`src/rtl/sklansky_sub_pipe.sv`:
```
// Pipelined add/subtract unit on a Sklansky parallel-prefix carry tree.
// One register per prefix level, plus operand-prep and result stages.
module sklansky_sub_pipe #(
  parameter int unsigned WIDTH = 8
) (
  input  logic             clk,
  input  logic             rst_n,
  input  logic             in_valid,
  output logic             in_ready,
  input  logic             in_op,
  input  logic [WIDTH-1:0] in_a,
  input  logic [WIDTH-1:0] in_b,
  output logic             out_valid,
  input  logic             out_ready,
  output logic [WIDTH-1:0] out_res,
  output logic             out_carry,
  output logic             out_ovf,
  output logic             out_zero
);

  localparam int unsigned L   = $clog2(WIDTH);
  localparam int unsigned MSB = WIDTH - 1;

  logic advance;
  assign advance  = out_ready | ~out_valid;
  assign in_ready = advance;

  // Operand preparation; the carry-in is folded into bit 0's generate.
  logic [WIDTH-1:0] b_x, p_in, g_in;
  always_comb begin
    b_x     = in_b ^ {WIDTH{in_op}};
    p_in    = in_a ^ b_x;
    g_in    = in_a & b_x;
    g_in[0] = g_in[0] | (p_in[0] & in_op);
  end

  // Stage k holds the prefix state after k levels; stage 0 is the prepared operands.
  logic             valid_q [0:L];
  logic             op_q    [0:L];
  logic             amsb_q  [0:L];
  logic             bmsb_q  [0:L];
  logic [WIDTH-1:0] g_q     [0:L];
  logic [WIDTH-1:0] p_q     [0:L];
  logic [WIDTH-1:0] p0_q    [1:L];
  logic [WIDTH-1:0] g_lvl   [1:L];
  logic [WIDTH-1:0] p_lvl   [1:L];

  always_comb begin
    for (int k = 1; k <= int'(L); k++) begin
      g_lvl[k] = g_q[k-1];
      p_lvl[k] = p_q[k-1];
      for (int i = 0; i < int'(WIDTH); i++) begin
        if (((i >> (k - 1)) & 1) == 1) begin
          int j;
          j = (i | ((1 << (k - 1)) - 1)) - (1 << (k - 1));
          g_lvl[k][i] = g_q[k-1][i] | (p_q[k-1][i] & g_q[k-1][j]);
          // Groups reaching bit 0 are complete after this level: grey cell, p left alone.
          if (i >= (1 << k)) begin
            p_lvl[k][i] = p_q[k-1][i] & p_q[k-1][j];
          end
        end
      end
    end
  end

  logic [WIDTH-1:0] res_c;
  logic             ovf_c;
  always_comb begin
    res_c = p0_q[L] ^ {g_q[L][WIDTH-2:0], op_q[L]};
    ovf_c = (amsb_q[L] == bmsb_q[L]) && (res_c[MSB] != amsb_q[L]);
  end

  // Group propagate is not needed once the tree is complete.
  logic unused_p_top;
  assign unused_p_top = ^p_q[L];

  always_ff @(posedge clk or negedge rst_n) begin
    if (!rst_n) begin
      for (int k = 0; k <= int'(L); k++) begin
        valid_q[k] <= 1'b0;
        op_q[k]    <= 1'b0;
        amsb_q[k]  <= 1'b0;
        bmsb_q[k]  <= 1'b0;
        g_q[k]     <= '0;
        p_q[k]     <= '0;
      end
      for (int k = 1; k <= int'(L); k++) begin
        p0_q[k] <= '0;
      end
      out_valid <= 1'b0;
      out_res   <= '0;
      out_carry <= 1'b0;
      out_ovf   <= 1'b0;
      out_zero  <= 1'b0;
    end else if (advance) begin
      valid_q[0] <= in_valid;
      op_q[0]    <= in_op;
      amsb_q[0]  <= in_a[MSB];
      bmsb_q[0]  <= b_x[MSB];
      g_q[0]     <= g_in;
      p_q[0]     <= p_in;
      p0_q[1]    <= p_q[0];
      for (int k = 1; k <= int'(L); k++) begin
        valid_q[k] <= valid_q[k-1];
        op_q[k]    <= op_q[k-1];
        amsb_q[k]  <= amsb_q[k-1];
        bmsb_q[k]  <= bmsb_q[k-1];
        g_q[k]     <= g_lvl[k];
        p_q[k]     <= p_lvl[k];
      end
      for (int k = 2; k <= int'(L); k++) begin
        p0_q[k] <= p0_q[k-1];
      end
      out_valid <= valid_q[L];
      out_res   <= res_c;
      out_carry <= g_q[L][MSB];
      out_ovf   <= ovf_c;
      out_zero  <= ~|res_c;
    end
  end

endmodule

```
`config.mk`:
```
export PLATFORM = sky130hd
export DESIGN_NAME = sklansky_sub_pipe
export DESIGN_NICKNAME = d
export VERILOG_FILES = /design/src/rtl/sklansky_sub_pipe.sv
export SDC_FILE = /design/constraint.sdc
export NUM_CORES = 1
export LEC_CHECK = 0
export BUFFER_PORTS_ARGS = -buffer_cell sky130_fd_sc_hd__buf_2
export CAP_MARGIN = 25
export CORE_MARGIN = 2
export CORE_UTILIZATION = 56
export DETAILED_ROUTE_END_ITERATION = 10
export MAX_ROUTING_LAYER = met4
export PLACE_DENSITY_LB_ADDON = 0.2
export SLEW_MARGIN = 15
export SYNTH_ARGS = -nofsm -noshare
export SYNTH_HDL_FRONTEND = slang
export SYNTH_SLANG_ARGS = --single-unit
```
`constraint.sdc`:
```
create_clock -name clk -period 1.87 [get_ports clk]
set_input_delay 0.561 -clock clk [delete_from_list [all_inputs] [get_ports clk]]
set_output_delay 0.561 -clock clk [all_outputs]
set_load 0.01 [all_outputs]
```
==> results of run 1 <==
==> logic make-up after synthesis <==
| kind of cell | after synthesis | synth area share (%) |
|---|---|---|
| simple gates | 249 | 24.3 |
| fa+ha+maj | 7 | 2.21 |
| compound gates | 36 | 4.65 |
| mux | 1 | 0.253 |
| buf+inv | 23 | 2.85 |
| xor+xnor | 17 | 3.76 |
| flops | 98 | 62.0 |
==> cells in the final DEF, fill, tap and decap left out <==
cell type | netlist | routed
buf_2 | 18 | 32
o21ai_0 | 14 | 14
nand4_1 | 2 | 2
nand3_1 | 6 | 6
a31oi_1 | 1 | 1
clkbuf_8 | 0 | 11
nand2_1 | 226 | 226
xnor2_1 | 9 | 9
clkinvlp_4 | 0 | 1
bufinv_16 | 0 | 3
buf_4 | 1 | 5
xor2_1 | 8 | 8
clkbuf_1 | 3 | 1
buf_12 | 0 | 3
or3_1 | 1 | 1
nor2_1 | 12 | 12
ha_1 | 7 | 7
o31ai_1 | 1 | 1
a21oi_1 | 20 | 20
nor2b_4 | 1 | 1
mux2i_1 | 1 | 1
dfrtp_1 | 98 | 98
inv_2 | 1 | 1
nand2b_1 | 1 | 1
==> cell type report <==
type,instances,area [µm²],share of cell area (%)
clock inverters,4,97.6,2.18
inverters,1,3.75,0.0838
repair buffers,40,258,5.75
clock buffers,12,155,3.46
flip-flops and latches,98,2450,54.7
well taps,96,120,2.68
multi-input cells,310,1390,31.1
==> metal layers <==
metal / global-route usage (%) / routed length [µm] / share of wire [%] / up-vias
met2: 30.2 / 2920 / 45 / 42
met5: - / 0 / 0 / -
met3: 3.11 / 213 / 3.3 / 9
li1: - / - / - / 1399
met1: 27.1 / 3210 / 50 / 1268
met4: 8.95 / 88 / 1.4 / 0
==> registers in the layout, indices dropped and copies added, names as in the netlist <==
signal and count:
g_q 20, p_lvl 18, p0_q 15, g_lvl 12, out_res 8, p_q 5, amsb_q 4, bmsb_q 4
op_q 4, valid_q 4, out_carry 1, out_ovf 1, out_valid 1, out_zero 1
==> through the flow <==
stage,power (mW),util [%],hold WS [ns],instance area [µm²]
after floorplan,4.94,-,0.265,3960
after global placement,5.43,61.9,0.447,4230
after detailed placement,5.53,61.9,0.451,4230
after CTS,7.18,65.6,0.130,4480
after global routing,7.68,65.6,0.144,4480
final,7.10,65.6,0.125,4480
==> power groups by stage <==
stage               registers, mW  clock network [mW]  logic, mW
global route                 3.70                1.76       2.21
detailed placement           3.62                   0       1.91
floorplan                    3.55                   0       1.39
global placement             3.58                   0       1.85
finish                       3.58                1.64       1.88
CTS                          3.58                1.68       1.92
==> worst paths after layout <==
path,end,startpoint,depth (start not counted),slack (ns)
worst min register to register,out_carry,out_carry,2,0.47
worst max register to register,g_lvl[13],out_valid,3,0.63
worst max-delay path,in_ready,out_valid,3,0.19
max in group asynchronous,p0_q[7],rst_n,2,1.20
worst min-delay path,p0_q[1],rst_n,1,0.12
min in group clk,valid_q[3],in_valid,3,0.41
==> metrics.md, run 1 <==
| Metric | Value |
|---|---|
| Status | complete, no violations |
| PnR worst setup slack | slightly below 0.2 ns |
| Worst-path fanout max | 2 |
| Grt ovf | 0 |
| Worst-Margin Slew | 0.403 ns |
| Max-cap viol count | 0 |
| Critical Path AT | 1.11 ns |
| Routability Congestion | 0.725 |
| Clock Power Share | between 20% and 30% |
| Inst Count DP | around 550 |
| Final #Nets | between 400 and 500 |
| Hold Crit Class | input pin to asynchronous set/reset pin |
| Area of the die | between 7000 and 8000 µm² |
| Fillers | 617 |
| Port buffer count | 33 |
| Hold buffers post-CTS | 0 |
| Peak Freq | 597 MHz |
| Post-synthesis sequential area ratio | between 60% and 70% |
| Final setup viols | 0 |
| Clock sinks | ~100 |
| Final worst-path cycle share | 89.6% |
| Chip height | slightly below 90 µm |
| GRT Overall Usage | 20.0% |
| Netlist cell types | 20 |
| Bufs and invs on worst path | 2 |
| Clock Path Buffers | 2 |
| Worst skew pair latency | approximately 0.36 ns |
| Psw | between 2 and 2.5 mW |
| Worst relative slew slack | 73.1% |
| Largest stage delay on the critical path | ~0.36 ns |
| Number of synthesized flops with an enable pin | 0 |
| Fin cells | 561 |
| Detailed-route DRC error count | 0 |
| Routed WL | 6.43 mm |
| DIE WIDTH | roughly 88 µm |
| Sequential share of power | 50.4% |
| Post-place setup slack | around 0.27 ns |
| Initial DRC count | between 150 and 200 |
| Post-CTS setup buffers | 0 |
| Most frequent cells after synthesis | nand2_1, dfrtp_1, a21oi_1, buf_2, o21ai_0 |
| Share of cells above drive strength 1 | between 10% and 20% |
| Crit path time final | 1.68 ns |
| Crit Path Category | register to output port |
| CP max stage cell | dfrtp_1 |
| Vias after detailed routing | approximately 2,700 |
| Setup TNS | 0 ns |
| Most numerous cell in the Yosys netlist | nand2_1 |
| Row cnt | 30 |
| Combinational Power Share | a little over a quarter |
| Final Skew | ~0.0096 ns |
| CTS H-tree lvls | 3 |
| Initial antenna violation count | 0 |
| Worst Setup Start Kind | register |
| Global-route wire length before repair | roughly 12 mm |
| Top FF cell, synth | dfrtp_1 |
| I/O pins | 34 |
| Max Slew Vio Count | 0 |
| Net Sw Frac | between 30 and 40% |
| Initial Util | between 50% and 60% |
| Synth area leaders | dfrtp_1, nand2_1, a21oi_1 |
| Via density | between 4 and 5 |
| Kind of end point of the critical path | output port |
| Syn. warnings | 0 |
| Area fraction of the dominant cell type after synthesis | between 60% and 70% |
| Mapped Area | 3960 µm² |
| Syn_nets | about 460 |
| CP delay by family, top | flip-flops |
| Vias in the first global route | 2,600 |
| Core ar. | 6830 µm² |
| Gate Count Post-Synth | between 400 and 500 |
| Final ANT Viol Nets | 0 |
| Area growth syn-to-layout | 13.2% |
| Hold Fails Final Rpt | 0 |
| WL per Instance | ~11 µm |
| Asr flop ratio synth | between 90% and 100% |
| CP required | between 1 and 1.5 ns |
| Pwr per Cell Area | ~1600 nW/µm² |
| # resized after CTS | 0 |
| Cell taking the most area after synthesis | dfrtp_1 |
| Reg clk slew, reported paths | ~0.09 ns |
| Antenna cells | 0 |
| Clock buffer count from CTS | 9 |
| CTS tree | done |
| Flops & latches, synth | 98 |
| Pin count of the biggest net entering global routing | 104 |
| Pint | roughly 4.7 mW |
| Final HPWL DP | about 4 mm |
| Root buf cell | clkbuf_8 |
| Mapped Avg Cell Area | 9.18 µm² |
| Drt pass-1 iters | 4 |
| VDD IR-drop max | about 0.64 mV |
| Leakage Power | approximately 2.3 nW |
| RSZ-0062 raised after global routing | no |
| Crit-path cells | nor2b_4 > inv_2 > buf_2 |
Note: power is estimated with default switching activity, not from simulation.
==> run 2, diff against run 1 <==
Settings changed: PLACE_DENSITY set to 0.85, PLACE_DENSITY_LB_ADDON 0.2 to not set, SETUP_SLACK_MARGIN set to 0.3.
==> run 2 against run 1 <==
Effect of this change: core utilization is 0.18 points lower; wire length is 0.34% higher; final area is 0.28% lower; non-clock buffer count is 1 higher; register-to-register slack worse by 0.09 ns; clock power is 9% lower; clock skew is 0.00072 ns lower; sequential power hardly changed; critical path depth stayed put; critical path type unchanged; largest cell class unchanged; largest power group unchanged; highest routed layer unchanged.
==> metrics.md, run 2 (synthesis gave the netlist of run 1 again) <==
| Metric | Value |
|---|---|
| Grt ovf | 0 (unchanged) |
| Fin cells | 562 (+0.18%) |
| Combinational Power Share | 27.6% (+1.1 points) |
| Clock Path Buffers | 2 (unchanged) |
| Chip height | 88.1 µm (unchanged) |
| Clock Power Share | 21.3% (-1.8 points) |
| Row cnt | 30 (unchanged) |
| Commonest non-fill, non-tap cell in the layout | nand2_1 |
| Commonest cells after routing, fill and taps aside | nand2_1, dfrtp_1, buf_2, a21oi_1, o21ai_0 |
| Psw | 2.40 mW (+2.0%) |
| Via density | 4.89 (+0.85%) |
| Worst skew pair latency | 0.36 ns (about the same) |
| Hold buffers post-CTS | 0 (unchanged) |
| Routability Congestion | 0.771 (+6.4%) |
| Max-cap viol count | 0 (unchanged) |
| CP max stage cell | dfrtp_1 |
| Worst Setup Start Kind | register |
| Post-place setup slack | 0.271 ns (+0.000560 ns) |
| Vias in the first global route | 2,629 (+1.1%) |
| PnR worst setup slack | 0.254 ns (+0.0592 ns) |
| Peak Freq | 619 MHz (+3.7%) |
| GRT Overall Usage | 19.7% (-0.35 points) |
| Final Skew | 0.00884 ns (-0.000717 ns) |
| Initial Util | 57.9% (unchanged) |
| Hold Fails Final Rpt | 0 (unchanged) |
| Status | complete, no violations |
| Global Route met2 Usage | 32.4% (+2.1 points) |
| CTS H-tree lvls | 3 (unchanged) |
| Core ar. | 6830 µm² (unchanged) |
| DIE WIDTH | 88.1 µm (unchanged) |
| Drt pass-1 iters | 4 (unchanged) |
| Pint | 4.61 mW (-2.9%) |
| Critical R2R Launch | out_valid |
| CP delay by family, top | flip-flops |
| Pwr per Cell Area | 1570 nW/µm² (-1.0%) |
| Clock sinks | 98 (unchanged) |
| RSZ-0062 raised after global routing | yes |
| Port buffer count | 33 (unchanged) |
| Worst relative slew slack | 74.2% (+1.1 points) |
| Reg clk slew, reported paths | 0.09 ns (about the same) |
| Root buf cell | clkbuf_8 |
| Antenna cells | 0 (unchanged) |
| Kind of end point of the critical path | output port |
| Worst-Margin Slew | 0.387 ns (-0.0158 ns) |
| Net Sw Frac | 34.2% (+1.1 points) |
| Final ANT Viol Nets | 0 (unchanged) |
| Final #Nets | 489 (+0.20%) |
| Final setup viols | 0 (unchanged) |
| CTS tree | done |
| Area growth syn-to-layout | 12.9% |
| Sequential share of power | 51.1% (+0.7 points) |
| Final HPWL DP | 4.15 mm (+0.68%) |
| Global-route wire length before repair | 11.4 mm (-3.2%) |
| Pin count of the biggest net entering global routing | 104 (unchanged) |
| Setup TNS | 0 ns (unchanged) |
| Largest Register | g_q |
| Crit-path cells | nor2b_4 > inv_2 > buf_6 |
| M1 GR Usage | 23.8% (-3.3 points) |
| Initial DRC count | 260 (+64%) |
| Leakage Power | 2.34 nW (-0.25%) |
| Inst Count DP | 544 (-0.18%) |
| Clock buffer count from CTS | 9 (unchanged) |
| Crit path time final | 1.62 ns (-0.0592 ns) |
| CP startpoint | out_valid |
| M3 GR Usage | 3.11% (unchanged) |
| Max Slew Vio Count | 0 (unchanged) |
| CP required | 1.31 ns (about the same) |
| Crit Path Category | register to output port |
| Max FFs per register | 20 (unchanged) |
| Final worst-path cycle share | 86.4% (-3.2 points) |
| I/O pins | 34 (unchanged) |
| WL per Instance | 11.5 µm (+0.16%) |
| VDD IR-drop max | 0.693 mV (+7.5%) |
| GR peak layer | met2 |
| Area of the die | 7760 µm² (unchanged) |
| Hold Crit Class | input pin to asynchronous set/reset pin |
| Routed WL | 6.45 mm (+0.34%) |
| Vias after detailed routing | 2,746 (+1.0%) |
| Largest stage delay on the critical path | 0.35 ns (about the same) |
| Detailed-route DRC error count | 0 (unchanged) |
| Worst-path fanout max | 2 (unchanged) |
| Bufs and invs on worst path | 2 (unchanged) |
| Share of cells above drive strength 1 | 12.4% (+0.19 points) |
| Critical Path AT | 1.06 ns (-0.05 ns) |
| Initial antenna violation count | 0 (unchanged) |
==> run 2: cell types whose count changed in the layout (fill, tap and decap cells not counted) <==
cell / before / now
buf_2: 32 / 31
buf_4: 5 / 6
buf_6: 0 / 1
bufinv_16: 3 / 2
clkbuf_8: 11 / 10
clkinv_4: 0 / 1
inv_6: 0 / 1
==> run 2: worst reg2reg max path: cells and delay by family (launching register included) <==
family,cells,cell delay [ns]
flops,1,0.38
simple gates,3,0.37
buf+inv,4,0.53
==> run 2: routing by layer <==
layer / up-vias / wire length (µm)
met3: 11 / 250
met2: 55 / 3250
li1: 1403 / -
met1: 1277 / 2840
met5: - / 0
met4: 0 / 114
==> run 2: power groups by stage <==
stage	sequential, mW	clock (mW)	combinational [mW]
after CTS	3.59	1.53	1.96
final	3.58	1.50	1.93
after global placement	3.57	0	1.83
after global routing	3.71	1.60	2.25
after floorplan	3.55	0	1.41
after detailed placement	3.62	0	1.92
==> run 2: cell type report <==
cell class,instances,area [µm²]
fillers,565,2360
inverters,1,3.75
clock inverters,5,85.1
well taps,96,120
clock buffers,11,141
repair buffers,41,272
flip-flops and latches,98,2450
multi-input cells,310,1390
==> run 2: through the flow <==
step           utilization, %  hold WS [ns]  instance area [µm²]  power [mW]
2_1_floorplan               -         0.265                 3970        4.96
3_3_place_gp             61.8         0.440                 4220        5.40
3_5_place_dp             61.8         0.448                 4220        5.54
4_1_cts                  65.3        0.0812                 4460        7.07
5_1_grt                  65.4         0.104                 4470        7.56
6_report                 65.4        0.0875                 4470        7.01
==> run 2: what timing repair did <==
action,CTS,global route
resized for setup,2,0
buffers inserted,1,1
endpoints found under the setup margin,1,1
==> run 2: worst paths after layout <==
path | to | slack [ns] | cells past startpoint
max | in_ready | 0.25 | 3
min | g_q[19] | 0.09 | 1
max reg2reg | p_lvl[6] | 0.54 | 7
min reg2reg | valid_q[0] | 0.46 | 2
max in group asynchronous | g_q[31] | 1.21 | 2
min in group clk | valid_q[3] | 0.40 | 3
